===== src/rtl/usb_phy_pkg.sv =====
// rtl/usb_phy_pkg.sv - shared constants and status encoding for the USB3 PHY RX elastic buffer
package usb_phy_pkg;

  localparam logic [7:0] SKP_K28_1 = 8'h3C;

  typedef enum logic [2:0] {
    ST_OK      = 3'b000,
    ST_SKP_ADD = 3'b001,
    ST_SKP_RM  = 3'b010,
    ST_OVF     = 3'b101,
    ST_UNF     = 3'b110
  } rx_status_t;

endpackage


===== src/rtl/usb_phy_elastic_buf_if.sv =====
// rtl/usb_phy_elastic_buf_if.sv - decoder-side write and PIPE-side read signals of the elastic buffer
interface usb_phy_elastic_buf_if
  import usb_phy_pkg::*;
#(
  parameter int SYM_W = 8,
  parameter int DEPTH = 16
);
  localparam int CNT_W = $clog2(DEPTH) + 1;

  logic             rx_winc;
  logic [SYM_W-1:0] wr_data;
  logic             wr_datak;
  logic             rx_rinc;
  logic             rx_polarity;
  logic [SYM_W-1:0] rx_data;
  logic             rx_datak;
  logic             rx_valid;
  rx_status_t       rx_status;
  logic [CNT_W-1:0] fill_level;

  modport master (
    output rx_winc, wr_data, wr_datak, rx_rinc, rx_polarity,
    input  rx_data, rx_datak, rx_valid, rx_status, fill_level
  );

  modport slave (
    input  rx_winc, wr_data, wr_datak, rx_rinc, rx_polarity,
    output rx_data, rx_datak, rx_valid, rx_status, fill_level
  );

endinterface


===== src/rtl/usb_phy_ebuf_mem.sv =====
// rtl/usb_phy_ebuf_mem.sv - symbol storage: synchronous write, asynchronous read of {K, data}
module usb_phy_ebuf_mem #(
  parameter int SYM_W  = 8,
  parameter int DEPTH  = 16,
  parameter int ADDR_W = $clog2(DEPTH)
) (
  input  logic              clk,
  input  logic              we,
  input  logic [ADDR_W-1:0] waddr,
  input  logic [SYM_W:0]    wdata,
  input  logic [ADDR_W-1:0] raddr,
  output logic [SYM_W:0]    rdata
);

  // Contents need no reset: the pointers alone define what is valid.
  logic [SYM_W:0] mem_q [DEPTH];

  always_ff @(posedge clk) begin
    if (we) begin
      mem_q[waddr] <= wdata;
    end
  end

  assign rdata = mem_q[raddr];

endmodule


===== src/rtl/usb_phy_elastic_buf.sv =====
// rtl/usb_phy_elastic_buf.sv - USB3 PHY RX elastic buffer: fill tracking, SKP add/remove,
// status encoding and registered PIPE outputs.
module usb_phy_elastic_buf
  import usb_phy_pkg::*;
#(
  parameter int               SYM_W   = 8,
  parameter int               DEPTH   = 16,
  parameter int               HI_WM   = DEPTH * 3 / 4,
  parameter int               LO_WM   = DEPTH / 4,
  parameter logic [SYM_W-1:0] SKP_SYM = SYM_W'(SKP_K28_1)
) (
  input  logic                  phy_clk,
  input  logic                  phy_rst,
  input  logic                  phy_clr,
  usb_phy_elastic_buf_if.slave  bus
);

  localparam int               ADDR_W = $clog2(DEPTH);
  localparam int               CNT_W  = ADDR_W + 1;
  localparam logic [CNT_W-1:0] FULL_C = CNT_W'(DEPTH);
  localparam logic [CNT_W-1:0] HI_C   = CNT_W'(HI_WM);
  localparam logic [CNT_W-1:0] LO_C   = CNT_W'(LO_WM);
  localparam logic [CNT_W-1:0] ONE_C  = CNT_W'(1);

  logic [CNT_W-1:0] wptr_q, wptr_d, rptr_q, rptr_d, fill;
  logic [SYM_W-1:0] rx_data_q, rx_data_d;
  logic             rx_datak_q, rx_datak_d;
  logic             rx_valid_q, rx_valid_d;
  rx_status_t       rx_status_q, rx_status_d;
  logic             pend_ovf_q, pend_ovf_d;
  logic             pend_rm_q, pend_rm_d;
  logic             last_ins_q, last_ins_d;

  logic [SYM_W:0]   head;
  logic             full, empty, wr_skp, head_skp;
  logic             drop_rm, drop_ovf, do_write, do_insert;

  assign fill     = wptr_q - rptr_q;
  assign full     = (fill == FULL_C);
  assign empty    = (fill == '0);
  assign wr_skp   = bus.wr_datak && (bus.wr_data == SKP_SYM);
  assign head_skp = head[SYM_W] && (head[SYM_W-1:0] == SKP_SYM);

  // A SKP over the high watermark is dropped before the full check; a full
  // buffer still accepts a write when the same-cycle read frees a slot.
  assign drop_rm   = bus.rx_winc && wr_skp && (fill > HI_C);
  assign drop_ovf  = bus.rx_winc && !drop_rm && full && !bus.rx_rinc;
  assign do_write  = bus.rx_winc && !drop_rm && !drop_ovf && !phy_clr;
  assign do_insert = head_skp && (fill < LO_C) && !last_ins_q;

  usb_phy_ebuf_mem #(
    .SYM_W  (SYM_W),
    .DEPTH  (DEPTH),
    .ADDR_W (ADDR_W)
  ) u_mem (
    .clk   (phy_clk),
    .we    (do_write),
    .waddr (wptr_q[ADDR_W-1:0]),
    .wdata ({bus.wr_datak, bus.wr_data}),
    .raddr (rptr_q[ADDR_W-1:0]),
    .rdata (head)
  );

  always_comb begin
    wptr_d      = do_write ? (wptr_q + ONE_C) : wptr_q;
    rptr_d      = rptr_q;
    rx_data_d   = rx_data_q;
    rx_datak_d  = rx_datak_q;
    rx_valid_d  = 1'b0;
    rx_status_d = ST_OK;
    pend_ovf_d  = pend_ovf_q || drop_ovf;
    pend_rm_d   = pend_rm_q || drop_rm;
    last_ins_d  = last_ins_q;

    if (bus.rx_rinc) begin
      if (empty) begin
        rx_status_d = ST_UNF;
      end else begin
        rx_valid_d = 1'b1;
        rx_datak_d = head[SYM_W];
        rx_data_d  = bus.rx_polarity ? ~head[SYM_W-1:0] : head[SYM_W-1:0];
        last_ins_d = do_insert;
        if (!do_insert) begin
          rptr_d = rptr_q + ONE_C;
        end
        // Only the reported flag clears; a new event of the same kind re-arms it.
        if (pend_ovf_q) begin
          rx_status_d = ST_OVF;
          pend_ovf_d  = drop_ovf;
        end else if (pend_rm_q) begin
          rx_status_d = ST_SKP_RM;
          pend_rm_d   = drop_rm;
        end else if (do_insert) begin
          rx_status_d = ST_SKP_ADD;
        end
      end
    end

    if (phy_clr) begin
      wptr_d      = '0;
      rptr_d      = '0;
      rx_data_d   = '0;
      rx_datak_d  = 1'b0;
      rx_valid_d  = 1'b0;
      rx_status_d = ST_OK;
      pend_ovf_d  = 1'b0;
      pend_rm_d   = 1'b0;
      last_ins_d  = 1'b0;
    end
  end

  always_ff @(posedge phy_clk or posedge phy_rst) begin
    if (phy_rst) begin
      wptr_q      <= '0;
      rptr_q      <= '0;
      rx_data_q   <= '0;
      rx_datak_q  <= 1'b0;
      rx_valid_q  <= 1'b0;
      rx_status_q <= ST_OK;
      pend_ovf_q  <= 1'b0;
      pend_rm_q   <= 1'b0;
      last_ins_q  <= 1'b0;
    end else begin
      wptr_q      <= wptr_d;
      rptr_q      <= rptr_d;
      rx_data_q   <= rx_data_d;
      rx_datak_q  <= rx_datak_d;
      rx_valid_q  <= rx_valid_d;
      rx_status_q <= rx_status_d;
      pend_ovf_q  <= pend_ovf_d;
      pend_rm_q   <= pend_rm_d;
      last_ins_q  <= last_ins_d;
    end
  end

  assign bus.rx_data    = rx_data_q;
  assign bus.rx_datak   = rx_datak_q;
  assign bus.rx_valid   = rx_valid_q;
  assign bus.rx_status  = rx_status_q;
  assign bus.fill_level = fill;

endmodule

===== src/flat_wrapper.sv =====
// flat-port wrapper written by rule: the top's interface ports become plain ports
module usb_phy_elastic_buf_flat import usb_phy_pkg::*;
#(
  parameter int               SYM_W   = 8,
  parameter int               DEPTH   = 16,
  parameter int               HI_WM   = DEPTH * 3 / 4,
  parameter int               LO_WM   = DEPTH / 4,
  parameter logic [SYM_W-1:0] SKP_SYM = SYM_W'(SKP_K28_1)
)
  (phy_clk, phy_rst, phy_clr, bus_rx_winc, bus_wr_data, bus_wr_datak, bus_rx_rinc, bus_rx_polarity, bus_rx_data, bus_rx_datak, bus_rx_valid, bus_rx_status, bus_fill_level);
  usb_phy_elastic_buf_if #(.SYM_W(SYM_W), .DEPTH(DEPTH)) bus_i ();
  input  logic phy_clk;
  input  logic phy_rst;
  input  logic phy_clr;
  input wire logic [$bits(bus_i.rx_winc)-1:0] bus_rx_winc;
  input wire logic [$bits(bus_i.wr_data)-1:0] bus_wr_data;
  input wire logic [$bits(bus_i.wr_datak)-1:0] bus_wr_datak;
  input wire logic [$bits(bus_i.rx_rinc)-1:0] bus_rx_rinc;
  input wire logic [$bits(bus_i.rx_polarity)-1:0] bus_rx_polarity;
  output wire logic [$bits(bus_i.rx_data)-1:0] bus_rx_data;
  output wire logic [$bits(bus_i.rx_datak)-1:0] bus_rx_datak;
  output wire logic [$bits(bus_i.rx_valid)-1:0] bus_rx_valid;
  output wire logic [$bits(bus_i.rx_status)-1:0] bus_rx_status;
  output wire logic [$bits(bus_i.fill_level)-1:0] bus_fill_level;
  assign bus_i.rx_winc = bus_rx_winc;
  assign bus_i.wr_data = bus_wr_data;
  assign bus_i.wr_datak = bus_wr_datak;
  assign bus_i.rx_rinc = bus_rx_rinc;
  assign bus_i.rx_polarity = bus_rx_polarity;
  assign bus_rx_data = bus_i.rx_data;
  assign bus_rx_datak = bus_i.rx_datak;
  assign bus_rx_valid = bus_i.rx_valid;
  assign bus_rx_status = bus_i.rx_status;
  assign bus_fill_level = bus_i.fill_level;
  usb_phy_elastic_buf #(.SYM_W(SYM_W), .DEPTH(DEPTH), .HI_WM(HI_WM), .LO_WM(LO_WM), .SKP_SYM(SKP_SYM)) u_core (.phy_clk(phy_clk), .phy_rst(phy_rst), .phy_clr(phy_clr), .bus(bus_i));
endmodule

===== config.mk =====
export PLATFORM = sky130hd
export DESIGN_NAME = usb_phy_elastic_buf_flat
export DESIGN_NICKNAME = d
export VERILOG_FILES = /design/src/rtl/usb_phy_pkg.sv /design/src/rtl/usb_phy_elastic_buf_if.sv /design/src/rtl/usb_phy_ebuf_mem.sv /design/src/rtl/usb_phy_elastic_buf.sv /design/src/flat_wrapper.sv
export SDC_FILE = /design/constraint.sdc
export NUM_CORES = 1
export LEC_CHECK = 0
export CAP_MARGIN = 15
export CORE_MARGIN = 3
export CORE_UTILIZATION = 30
export DETAILED_ROUTE_END_ITERATION = 10
export PLACE_DENSITY = 0.57
export REMOVE_ABC_BUFFERS = 1
export SLEW_MARGIN = 20
export SYNTH_ARGS = -nofsm -noshare
export SYNTH_HDL_FRONTEND = slang
export SYNTH_SLANG_ARGS = --single-unit

===== constraint.sdc =====
create_clock -name phy_clk -period 9.21 [get_ports phy_clk]
set_clock_uncertainty 0.1 [all_clocks]
set_input_delay 1.3815 -clock phy_clk [delete_from_list [all_inputs] [get_ports phy_clk]]
set_output_delay 1.3815 -clock phy_clk [all_outputs]
set_load 0.03 [all_outputs]

==> Yosys cells after proc, flatten, opt, wreduce, memory -nomap -nowiden <==
Memories as Yosys holds them, arrays and structs flattened.
Cells that the tools add are included.
{ "word_totals": {"out_inout_bits": 18, "romBits": 0, "memories": 1, "inputBits": 15, "ram_bits": 144, "reg_bits": 26, "latchBits": 0} }
{ "classes": {"multipliers": 0, "reduce_logical": 23, "n_bitwise": 1, "eq_ne": 5, "muxes": 36, "n_lt_le_gt_ge": 2, "n_addsub": 3, "n_div": 0, "n_shift": 0} }
{ "memory_table": {"columns": ["name", "depth", "word_bits", "rd", "rd_clocked_by_memory_dff", "wr", "line", "text"], "rows": [
  ["u_core.u_mem.mem_q", 16, 9, 1, 0, 1, "usb_phy_ebuf_mem.sv:16", "logic [SYM_W:0] mem_q [DEPTH];"]
]} }
{ "ops": {"columns": ["operator", "n"], "rows": [
  ["2-to-1 mux 8 bit", 4],
  ["2-to-1 mux 5 bit", 6],
  ["2-to-1 mux 1 bit", 21],
  ["== test 8 x 6 -> 1 bit (second input constant)", 2],
  ["2-to-1 mux 3 bit", 5],
  ["logical AND 1 bit", 11],
  ["adder 5 x 1 -> 5 bit (second input constant)", 2],
  ["NOT 8 bit", 1],
  ["== test 5 bit (second input constant)", 1],
  ["greater-than comparator 5 x 4 -> 1 bit (second input constant)", 1],
  ["logical NOT 1 bit", 5],
  ["logical NOT 5 bit", 1],
  ["< comparator 5 x 3 -> 1 bit (second input constant)", 1],
  ["subtractor 5 bit", 1],
  ["inequality test 2 bit (second input constant)", 2],
  ["nonzero test 2 bit", 2],
  ["AND reduction 3 bit", 1],
  ["logical OR 1 bit", 2],
  ["AND reduction 2 bit", 1]
]} }

==> Longest topological paths before layout <==
Gate-level depths: netlist of run 1.
{ "depth": {"ltp_word": 13, "ltp_mapped": 14} }

==> Hierarchy <==
Synthesis of run 1 repeated with hierarchy kept, for this count alone.
{ "unflattened": {"cells_unflattened": 391, "hier_area_um2": 7124.3} }
{ "by_module_without_submodules": {"columns": ["module", "n_inst", "seq_area_each_um2", "area_each_um2", "cells_per_inst"], "rows": [
  ["usb_phy_ebuf_mem", 1, 4324.1, 5600.4, 245],
  ["usb_phy_elastic_buf", 1, 650.6, 1524.0, 146]
]} }

==> Least setup slack after synthesis of run 1 <==
OpenSTA, ideal clock, no wires.
{ "synth_path": {"kind": "register to register", "from": "register u_core.rptr_q[1]", "to": "memory u_core.u_mem.mem_q[10][0] (netlist name) (enable)", "setup_slack_ns": 4.410, "path_buffers": 5, "t_required_ns": 8.707, "t_arrival_ns": 4.298, "stages_incl_launch_ff": 15, "cell_sequence": "dfrtp_1 > buf_6 > buf_4 > buf_2 > buf_2 > inv_1 > fa_1 > a21o_1 > a21oi_1 > xnor2_1 > o21ai_1 > o211a_1 > clkbuf_1 > nand2_1 > nor4b_1"} }
{ "synth_between": {"elab_chain_len": 12, "elab_cells_between_ends": 13, "cone_classes": "1 x add/sub; 1 x order compare; 1 x eq/ne; 2 x mux; 8 x reduce/logical"} }
{ "synth_rtl": {"columns": ["item", "line", "text"], "rows": [
  ["start, declared", "usb_phy_elastic_buf.sv:25", "logic [CNT_W-1:0] wptr_q, wptr_d, rptr_q, rptr_d, fill;"],
  ["start signal, assigned", "usb_phy_elastic_buf.sv:125", "rptr_q <= rptr_d;"],
  ["subtractor 5 bit *", "usb_phy_elastic_buf.sv:38", "assign fill = wptr_q - rptr_q;"],
  ["net bus_fill_level[4]", "flat_wrapper.sv:24", "output wire logic [$bits(bus_i.fill_level)-1:0] bus_fill_level;"],
  ["greater-than comparator 5 x 4 -> 1 bit", "usb_phy_elastic_buf.sv:46", "assign drop_rm = bus.rx_winc && wr_skp && (fill > HI_C);"],
  ["logical AND 1 bit", "usb_phy_elastic_buf.sv:46", null],
  ["logical NOT 1 bit", "usb_phy_elastic_buf.sv:47, usb_phy_elastic_buf.sv:48", null],
  ["logical AND 1 bit", "usb_phy_elastic_buf.sv:47, usb_phy_elastic_buf.sv:48", null],
  ["logical AND 1 bit (2 in a row)", "usb_phy_elastic_buf.sv:47", "assign drop_ovf = bus.rx_winc && !drop_rm && full && !bus.rx_rinc;"],
  ["logical NOT 1 bit", "usb_phy_elastic_buf.sv:48", "assign do_write = bus.rx_winc && !drop_rm && !drop_ovf && !phy_clr;"],
  ["logical AND 1 bit * (2 in a row)", "usb_phy_elastic_buf.sv:48", null],
  ["2-to-1 mux 1 bit *", "usb_phy_ebuf_mem.sv:19", "if (we) begin"],
  ["2-to-1 mux 1 bit (not written as such) *", "usb_phy_ebuf_mem.sv:20", "mem_q[waddr] <= wdata;"],
  ["end, declared", "usb_phy_ebuf_mem.sv:16", null]
]} }
The timed path passes the listed nets; every way through them passes the cells marked *.

==> Worst setup path after layout of run 1 <==
{ "layout_path": {"from": "register u_core.rptr_q[1]", "to": "output bus_fill_level[4]"} }
{ "layout_between": {"elab_chain_len": 1} }
{ "layout_rtl": {"columns": ["item", "line"], "rows": [
  ["subtractor 5 bit", "usb_phy_elastic_buf.sv:38"],
  ["end, declared", "flat_wrapper.sv:24"]
]} }
No other way between the ends.

==> results of run 1 <==
cell families (layout without fill, tap and decap cells):
group                    Yosys count  count (layout)  synth area share [%]
flip-flops                       170             170                  69.1
AND/OR/NAND/NOR                  103             103                  7.98
multiplexers                      59              59                  13.8
buffers and inverters             31              83                  1.91
adder cells (fa/ha/maj)           10              10                  1.84
XOR/XNOR                          12              12                  1.46
AO/OA/AOI/OAI                     44              44                  3.94
metrics by stage:
stage | power (mW) | hold slack [ps] | utilization [%]
2_1_floorplan | 1.28 | 382 | -
3_3_place_gp | 1.48 | 371 | 33.7
3_5_place_dp | 1.49 | 382 | 33.7
4_1_cts | 2.19 | 397 | 36.2
5_1_grt | 2.26 | 418 | 36.3
6_report | 2.17 | 393 | 36.3
worst reg2reg max path: cells and delay by family (launching register included):
kind | cells | cell delay (ps)
AOI/OAI and AO/OA | 2 | 600
DFF | 1 | 340
buffers and inverters | 2 | 730
and+or+nand+nor | 5 | 1970
adders and majority gates | 1 | 370
routing by layer:
metal  share of wire [%]  wire length [µm]  vias up
met5                   0                 0        -
met1                  47              7540     1982
li1                    -                 -     1760
met2                  46              7400      116
met4                 1.9               297        0
met3                 5.0               805       15
cell usage in the layout, fill, tap and decap left out, types with 5 or more instances in the layout:
master           instances
ha_1                     9
dfrtp_1                 24
edfxtp_1               144
nor2_1                  22
o21ai_0                 10
mux2i_1                 20
nor2b_1                  9
clkdlybuf4s50_1         32
mux4_2                  31
nand2_1                 25
a22oi_1                  5
a21oi_1                 11
nand3_1                  6
and3_1                   5
buf_4                    8
clkbuf_16               17
nand2b_1                 7
inv_1                   10
xnor2_1                  9
mux2_2                   7
power breakdown:
part | internal [mW] | switching, mW
clock | 0.383 | 0.317
combinational | 0.241 | 0.337
sequential | 0.870 | 0.0180
total | 1.49 | 0.671
synth_stat cells, types with 8 or more instances:
master	number	share of area, %
xnor2_1	9	1.1
mux2i_1	20	2.8
mux4_2	31	9.7
o21ai_0	10	0.70
dfrtp_1	26	9.0
inv_1	11	0.57
a21oi_1	11	0.76
nor2_1	22	1.1
nand2_1	25	1.3
edfxtp_1	144	60
nor2b_1	9	0.78
clkbuf_1	9	0.47
ha_1	9	1.6
buf_2	8	0.56
area by class of cell:
class	count	share of cell area, %
Sequential cell	170	58.3
Multi-Input combinational cell	228	25.2
Clock buffer	17	4.98
Tap cell	319	4.67
Timing Repair Buffer	40	4.45
Clock inverter	15	1.90
Inverter	11	0.483
state kept, by name, summed over array words and instances, names as in the netlist:
signal / count
u_core.bus.rx_valid: 1
u_core.bus.rx_datak: 1
u_core.rptr_q: 5
u_core.last_ins_q: 1
u_core.pend_rm_q: 1
u_core.u_mem.mem_q: 144
u_core.bus.rx_status: 3
u_core.bus.rx_data: 8
u_core.wptr_q: 5
u_core.pend_ovf_q: 1
worst max-delay path by stage:
stage / end
after CTS: bus_fill_level[4]
after global routing: bus_fill_level[4]
after floorplan: u_core.u_mem.mem_q[10][0]
after detailed placement: u_core.u_mem.mem_q[9][2]
final: bus_fill_level[4]
after global placement: u_core.u_mem.mem_q[9][5]
==> run_results.csv, run 1 <==
group,metric,value,unit
logic_synthesis,synth-main-ff-cell,"edfxtp_1",
detailed_routing,first_pass_iters,4,
cts,hold_buffers,0,
setup_path,cp_num_cells,7,
setup_path,critPathLaunch,"u_core.rptr_q[1]",
finish,stdcell_area,8540,µm²
logic_synthesis,syn_inst,429,
cts,cts_buffer_depth,2,
pwr,ir_drop,0.157,mV
placement,pre_cts_ws,4430,ps
cts,root_buffer,"clkbuf_16",
finish,nNetsFinal,493,
setup_path,r2r_end,"u_core.u_mem.mem_q[14][3]",
setup_path,startpoint_type,"flop",
global_route,use_met1,18.0,%
setup_path,r2r_start,"u_core.rptr_q[2]",
floorplan,io_pins,33,
floorplan,dieArea,25900,µm²
setup_path,cp_num_buf_inv,3,
logic_synthesis,yosysWarnings,0,
detailed_routing,drc_errors,0,
timing,period_share,53.5,%
run_status,status,"complete, no violations",
timing,finalSetupTns,0,ps
flow_run,maxCapViolCount,0,
cts,cts_tree,"yes",
setup_path,crit_family,"buffers and inverters",
setup_path,ff2ff_path_depth,10,
global_route,grt.overflow.total,0,
global_route,grt_pass1_wl,24.7,mm
logic_synthesis,synth.distinct_cells,53,
finish,drive_gt1_share,18.5,%
min_path,hold_path.class,"flop to flop",
cts,numCtsBuffers,17,
pwr,p_per_area,254,nW/µm²
global_route,grt_util_all_layers,12.8,%
setup_path,slowest_stage,"clkdlybuf4s50_1",
setup_path,crit_path_end_kind,"output port",
finish,antenna_cells,0,
logic_synthesis,synth-seq-area-share,69.1,%
setup_path,crit_type,"flop to output port",
floorplan,fp.dieW,161,µm
cts,post_cts_resize_count,0,
cts,cts-htree-levels,4,
floorplan,core,23500,µm²
logic_synthesis,syn_area_per_cell,16.8,µm²
detailed_routing,vias_per_cell,4.84,
timing,slew_headroom,27.6,%
cts,post_cts_buffers,0,
timing,hold_viol_final,0,
timing,setup_ws,4280,ps
detailed_routing,wirelength,16.0,mm
setup_path,worstPathRequired,7730,ps
timing,rsz0062_at_grt,"no",
logic_synthesis,synth_edf_count,144,
timing,tightest_slew,1080,ps
setup_path,max_stage_delay,790,ps
floorplan,die_y,161,µm
detailed_routing,ant_nets,0,
placement,placed_cell_area,7940,µm²
setup_path,rrSetupSlack,4710,ps
finish,multi_input_area,2150,µm²
detailed_routing,dr_total_vias,3873,
placement,hpwlAfterDp,10.6,mm
floorplan,start_util,30.6,%
placement,dp_cells,768,
floorplan,rows,56,
detailed_routing,drtIter0Drc,274,
timing,setup_viol,0,
setup_path,path_cells,"buf_4 -> inv_1 -> fa_1 -> a21o_1 -> a21oi_1 -> xnor2_1 -> clkdlybuf4s50_1",
placement,place.gp.congestion,0.761,
setup_path,critical_path_peak_fanout,37,
finish,syn_to_final_growth,18.6,%
global_route,grt_util_met3,3.48,%
timing,max_freq,203,MHz
global_route,grt_max_degree,43,
logic_synthesis,ys_async_sr_fraction,15.3,%
logic_synthesis,synth_area,7200,µm²
finish,fillers,2234,
global_route,grt_antenna_before_repair,0,
global_route,grt-busiest-layer,"met2",
min_path,hold_depth,2,
global_route,met2_usage,19.6,%
timing,period_needed,4930,ps
finish,seq_area,4980,µm²
cts,clock_latency,420,ps
cts,path_clk_slew,70,ps
min_path,worstHoldStart,"u_core.bus.rx_data[7]",
logic_synthesis,ys_ff_latch,170,
setup_path,worst_ep_arrival_time,3440,ps
timing,drv_slew,0,
pwr,leakage,2.74,nW
finish,final_cell_count_no_fill,800,
global_route,grt_pass1_vias,3964,
min_path,holdPathEnd,"u_core.bus.rx_data[7]",
placement,port_buffers,32,
detailed_routing,wl_per_cell,20.0,µm
cts,cts.sinks,170,
No activity file was read; power rests on OpenSTA's default activity.
==> run 2: changes to the inputs <==
--- a/config.mk
+++ b/config.mk
@@ -9,7 +9,7 @@
 export CORE_MARGIN = 3
 export CORE_UTILIZATION = 30
 export DETAILED_ROUTE_END_ITERATION = 10
-export PLACE_DENSITY = 0.57
+export PLACE_DENSITY = 0.59
 export REMOVE_ABC_BUFFERS = 1
 export SLEW_MARGIN = 20
 export SYNTH_ARGS = -nofsm -noshare
==> constraint.sdc (replaced) <==
create_clock -name phy_clk -period 4.3 [get_ports phy_clk]
set_clock_uncertainty 0.1 [all_clocks]
set_input_delay 0.645 -clock phy_clk [delete_from_list [all_inputs] [get_ports phy_clk]]
set_output_delay 0.645 -clock phy_clk [all_outputs]
set_load 0.03 [all_outputs]
==> run 2 against run 1 <==
Effect of this change:
- final cell count up 2.0%
- routed wire length up 0.52%
- critical path type unchanged
- hold slack worse by 17 ps
- utilization up 0.51 points
- total power up 120%
- cell area up 1.4%
- setup slack worse by 3900 ps
- flip-flop and latch count unchanged
- non-clock buffer count up 17
- clock power up 130%
- critical path depth up 1
- first-iteration DRC count up 33%
==> run_results.csv, run 2 (same netlist as run 1, synthesis figures left out) <==
group,metric,value,unit
run_status,status,"complete, no violations",
timing,finalSetupTns,0,ps
setup_path,path_cells,"inv_1 -> ha_1 -> inv_1 -> fa_1 -> a21o_1 -> a21oi_1 -> xnor2_1 -> clkdlybuf4s50_1",
floorplan,start_util,30.6,%
setup_path,timing.critical_path.mode_cell,"inv_1",
finish,antenna_cells,0,
floorplan,io_pins,33,
min_path,hold_depth,2,
cts,root_buffer,"clkbuf_16",
flow_run,maxCapViolCount,0,
finish,seq_area,4980,µm²
setup_path,critPathLaunch,"u_core.wptr_q[0]",
placement,pre_cts_ws,319,ps
setup_path,cp_num_buf_inv,3,
detailed_routing,dr_total_vias,4002,
timing,tightest_slew,652,ps
finish,multi_input_area,2120,µm²
timing,hold_viol_final,0,
pwr,leakage,2.84,nW
detailed_routing,routed-wl-met2,7.75,mm
finish,top_register,"u_core.u_mem.mem_q",
global_route,grt_pass1_wl,24.9,mm
pwr,ir_drop,0.400,mV
finish,stdcell_area,8660,µm²
timing,slew_headroom,55.9,%
setup_path,max_stage_delay,780,ps
cts,cts_tree,"yes",
setup_path,cp_num_cells,8,
floorplan,rows,56,
finish,final_cell_mix,"edfxtp_1 (144), clkdlybuf4s50_1 (32), mux4_2 (31)",
global_route,grt.overflow.total,0,
cts,path_clk_slew,60,ps
cts,clock_latency,430,ps
timing,period_share,90.3,%
setup_path,ff2ff_path_depth,11,
cts,cts_buffer_depth,2,
setup_path,worst_ep_arrival_time,3140,ps
finish,syn_to_final_growth,20.3,%
floorplan,die_y,161,µm
setup_path,worstPathRequired,3560,ps
global_route,grt_antenna_before_repair,0,
cts,post_cts_resize_count,0,
setup_path,slowest_stage,"clkdlybuf4s50_1",
cts,cts.sinks,170,
timing,setup_ws,415,ps
floorplan,dieArea,25900,µm²
cts,post_cts_buffers,0,
detailed_routing,drtIter0Drc,365,
timing,drv_slew,0,
detailed_routing,drc_errors,0,
detailed_routing,first_pass_iters,4,
finish,drive_gt1_share,20.7,%
setup_path,crit_type,"flop to output port",
finish,final_common_cell,"edfxtp_1",
min_path,worstHoldStart,"u_core.bus.rx_data[3]",
timing,period_needed,3880,ps
finish,largest_reg_flops,144,
cts,numCtsBuffers,17,
cts,cts-htree-levels,4,
placement,place.gp.congestion,0.794,
detailed_routing,top_layer_used,"met4",
cts,hold_buffers,0,
timing,rsz0062_at_grt,"no",
detailed_routing,wl_met1,7.01,mm
detailed_routing,wl_met3,978,µm
detailed_routing,wirelength,16.1,mm
finish,nNetsFinal,510,
detailed_routing,wl_per_cell,19.8,µm
global_route,grt_max_degree,42,
setup_path,rrSetupSlack,530,ps
timing,max_freq,257,MHz
floorplan,core,23500,µm²
global_route,grt_pass1_vias,4153,
setup_path,crit_family,"buffers and inverters",
placement,placed_cell_area,8060,µm²
pwr,p_per_area,547,nW/µm²
detailed_routing,vias_per_cell,4.90,
placement,port_buffers,32,
floorplan,fp.dieW,161,µm
global_route,grt_util_all_layers,12.9,%
finish,utilization,36.8,%
min_path,hold_path.class,"flop to flop",
setup_path,critical_path_peak_fanout,7,
setup_path,r2r_start,"u_core.wptr_q[0]",
timing,setup_viol,0,
pwr,total_power,4.73,mW
placement,hpwlAfterDp,10.6,mm
setup_path,startpoint_type,"flop",
finish,fillers,2224,
detailed_routing,ant_nets,0,
setup_path,crit_path_end_kind,"output port",
## run 2: cell count changes in the layout (fill, tap and decap cells not counted), sizes merged
cell and delta:
bufinv +3, buf +17, clkinvlp -1, inv -3
## run 2: worst paths after layout
check	end
hold reg to reg	u_core.bus.rx_data[3]
hold / removal	u_core.bus.rx_data[3]
max in group asynchronous	u_core.rptr_q[1]
setup / recovery	bus_fill_level[4]
setup reg to reg	u_core.u_mem.mem_q[7][4]
min in group asynchronous	u_core.bus.rx_status[2]
## run 2: area by class of cell
type                       instances  share of cell area [%]
clock buffer                      17                    4.91
clock inverter                    14                    2.07
multi-input combinational        228                    24.5
tap                              319                    4.61
inverter                          11                   0.477
timing repair buffer              57                    6.01
sequential                       170                    57.5
## run 2: routing by layer
metal,GRT usage [%],vias to the layer above
li1,-,1782
met1,17.3,2065
met2,20.0,131
met3,3.59,24
met4,4.97,0
met5,0,-
## run 2: power by group
part	switching [mW]	internal, mW	total (mW)
sequential	0.0479	1.86	1.91
combinational	0.719	0.525	1.24
clock	0.617	0.961	1.58
total	1.38	3.35	4.73
## run 2: stage by stage
step / cells / hold slack (ps)
3_3_place_gp: 785 / 370
2_1_floorplan: 409 / 382
5_1_grt: 816 / 398
4_1_cts: 816 / 387
6_report: 816 / 376
3_5_place_dp: 785 / 372
## run 2: tightest hold or removal path: stages (launching register included)
cell,delay (ps)
dfrtp_1,340
nand2_1,40
o21ai_0,60
==> run 3: changes to the inputs <==
--- a/config.mk
+++ b/config.mk
@@ -9,6 +9,7 @@
 export CORE_MARGIN = 3
 export CORE_UTILIZATION = 30
 export DETAILED_ROUTE_END_ITERATION = 10
+export GPL_TIMING_DRIVEN = 0
 export PLACE_DENSITY = 0.59
 export REMOVE_ABC_BUFFERS = 1
 export SLEW_MARGIN = 20
==> run 3 against run 2 <==
Effect of this change:
- first-iteration DRC count down 13%
- sequential power grew 3%
- fmax down 3.8%
- via count shrank 0.67%
- largest cell class unchanged
- largest power group unchanged
==> run_results.csv, run 3 (same netlist as run 1, synthesis figures left out) <==
group,metric,value,unit
global_route,grt_pass1_vias,3996,
setup_path,worstPathRequired,4330,ps
pwr,ir_drop,0.377,mV
timing,setup_viol,0,
detailed_routing,drtIter0Drc,318,
timing,period_share,93.9,%
flow_run,maxCapViolCount,0,
setup_path,cp_num_buf_inv,3,
setup_path,critPathLaunch,"u_core.rptr_q[0]",
min_path,hold_depth,2,
global_route,grt.overflow.total,0,
setup_path,cp-endpoint,"u_core.u_mem.mem_q[10][2]",
cts,cts-htree-levels,4,
finish,fillers,2216,
floorplan,rows,56,
setup_path,timing.critical_path.mode_cell,"buf_2",
global_route,grt_pass1_wl,23.7,mm
finish,drive_gt1_share,21.7,%
setup_path,path_cells,"ha_1 -> inv_1 -> fa_1 -> a21o_1 -> a21oi_1 -> xnor2_1 -> o21ai_1 -> o211a_2 -> nand2_1 -> nor4b_2 -> buf_2 -> buf_2",
pwr,leakage,2.80,nW
setup_path,crit_type,"flop to flop",
global_route,grt_antenna_before_repair,1,
run_status,status,"complete, no violations",
detailed_routing,wirelength,15.6,mm
timing,finalSetupTns,0,ps
setup_path,r2r_start,"u_core.rptr_q[0]",
timing,rsz0062_at_grt,"no",
floorplan,core,23500,µm²
setup_path,r2r_end,"u_core.u_mem.mem_q[10][2]",
floorplan,io_pins,33,
timing,hold_viol_final,0,
floorplan,fp.dieW,161,µm
placement,hpwlAfterDp,10.4,mm
setup_path,startpoint_type,"flop",
finish,final_cell_mix,"edfxtp_1 (144), mux4_2 (31), clkdlybuf4s50_1 (31)",
floorplan,die_y,161,µm
cts,numCtsBuffers,17,
timing,tightest_slew,952,ps
setup_path,worst_ep_arrival_time,4070,ps
finish,seq_area,4980,µm²
timing,slew_headroom,36.5,%
cts,clock_latency,430,ps
pwr,total_power,4.68,mW
setup_path,ff2ff_path_depth,12,
finish,syn_to_final_growth,20.1,%
setup_path,max_stage_delay,620,ps
detailed_routing,vias_per_cell,4.92,
cts,hold_buffers,0,
floorplan,start_util,30.6,%
timing,period_needed,4040,ps
finish,top_register,"u_core.u_mem.mem_q",
cts,path_clk_slew,70,ps
cts,cts_tree,"yes",
finish,antenna_cells,0,
global_route,grt_util_all_layers,12.3,%
global_route,grt_max_degree,27,
setup_path,crit_family,"compound AO/OA/AOI/OAI gates",
setup_path,slowest_stage,"dfrtp_4",
detailed_routing,first_pass_iters,4,
detailed_routing,drc_errors,0,
finish,final_common_cell,"edfxtp_1",
timing,max_freq,248,MHz
placement,pre_cts_ws,-212,ps
pwr,p_per_area,541,nW/µm²
detailed_routing,wl_per_cell,19.3,µm
timing,drv_slew,0,
finish,nNetsFinal,501,
floorplan,dieArea,25900,µm²
placement,port_buffers,32,
setup_path,crit_path_end_kind,"flop",
finish,largest_reg_flops,144,
cts,cts.sinks,170,
detailed_routing,ant_nets,0,
finish,multi_input_area,2160,µm²
timing,setup_ws,261,ps
setup_path,rrSetupSlack,260,ps
setup_path,cp_num_cells,12,
min_path,hold_path.class,"flop to flop",
setup_path,critical_path_peak_fanout,18,
cts,cts_buffer_depth,2,
cts,root_buffer,"clkbuf_16",
placement,place.gp.congestion,0.804,
detailed_routing,dr_total_vias,3975,
## run 3: per-stage QoR
step / hold WS (ps) / cells / util, % / area [µm²]
floorplan: 382 / 409 / - / 7100
global route: 418 / 808 / 36.7 / 8640
CTS: 390 / 804 / 36.5 / 8600
detailed placement: 375 / 772 / 33.9 / 7990
global placement: 372 / 760 / 33.2 / 7820
finish: 387 / 808 / 36.7 / 8640
## run 3: what timing repair did
action                                  in CTS  in global routing
pin swaps                                    0                  1
gates resized for setup                      7                  4
buffers inserted                             0                  4
endpoints found under the setup margin      50                 73
## run 3: how the worst min path moves through the flow
stage	startpoint	to	slack, ps
2_1_floorplan	u_core.last_ins_q	u_core.last_ins_q	380
3_3_place_gp	u_core.bus.rx_data[3]	u_core.bus.rx_data[3]	370
3_5_place_dp	u_core.bus.rx_data[4]	u_core.bus.rx_data[4]	380
4_1_cts	u_core.bus.rx_data[4]	u_core.bus.rx_data[4]	390
5_1_grt	u_core.bus.rx_datak	u_core.bus.rx_datak	420
6_report	u_core.bus.rx_data[2]	u_core.bus.rx_data[2]	390
## run 3: tightest hold or removal path: stages (launching register included)
cell and delay, ps:
dfrtp_1 350, nand2_1 50, o21ai_0 60
## run 3: routing by layer
layer | GRT usage (%) | part of all wire (%) | routed length, µm
met5 | 0 | 0.084 | 13
met4 | 3.52 | 1.1 | 167
met1 | 16.5 | 44 | 6850
met3 | 4.08 | 5.8 | 906
met2 | 19.2 | 49 | 7620
## run 3: power by group
part	total (mW)	switching (mW)	internal, mW
clock network	1.48	0.662	0.818
registers	1.97	0.0979	1.87
logic	1.23	0.682	0.553
## run 3: cell type report
| class | count | share of cell area (%) |
|---|---|---|
| clock inverters | 15 | 1.81 |
| repair buffers | 48 | 5.51 |
| multi-input cells | 228 | 25.0 |
| flip-flops and latches | 170 | 57.7 |
| clock buffers | 17 | 4.92 |
| well taps | 319 | 4.62 |
| inverters | 11 | 0.478 |
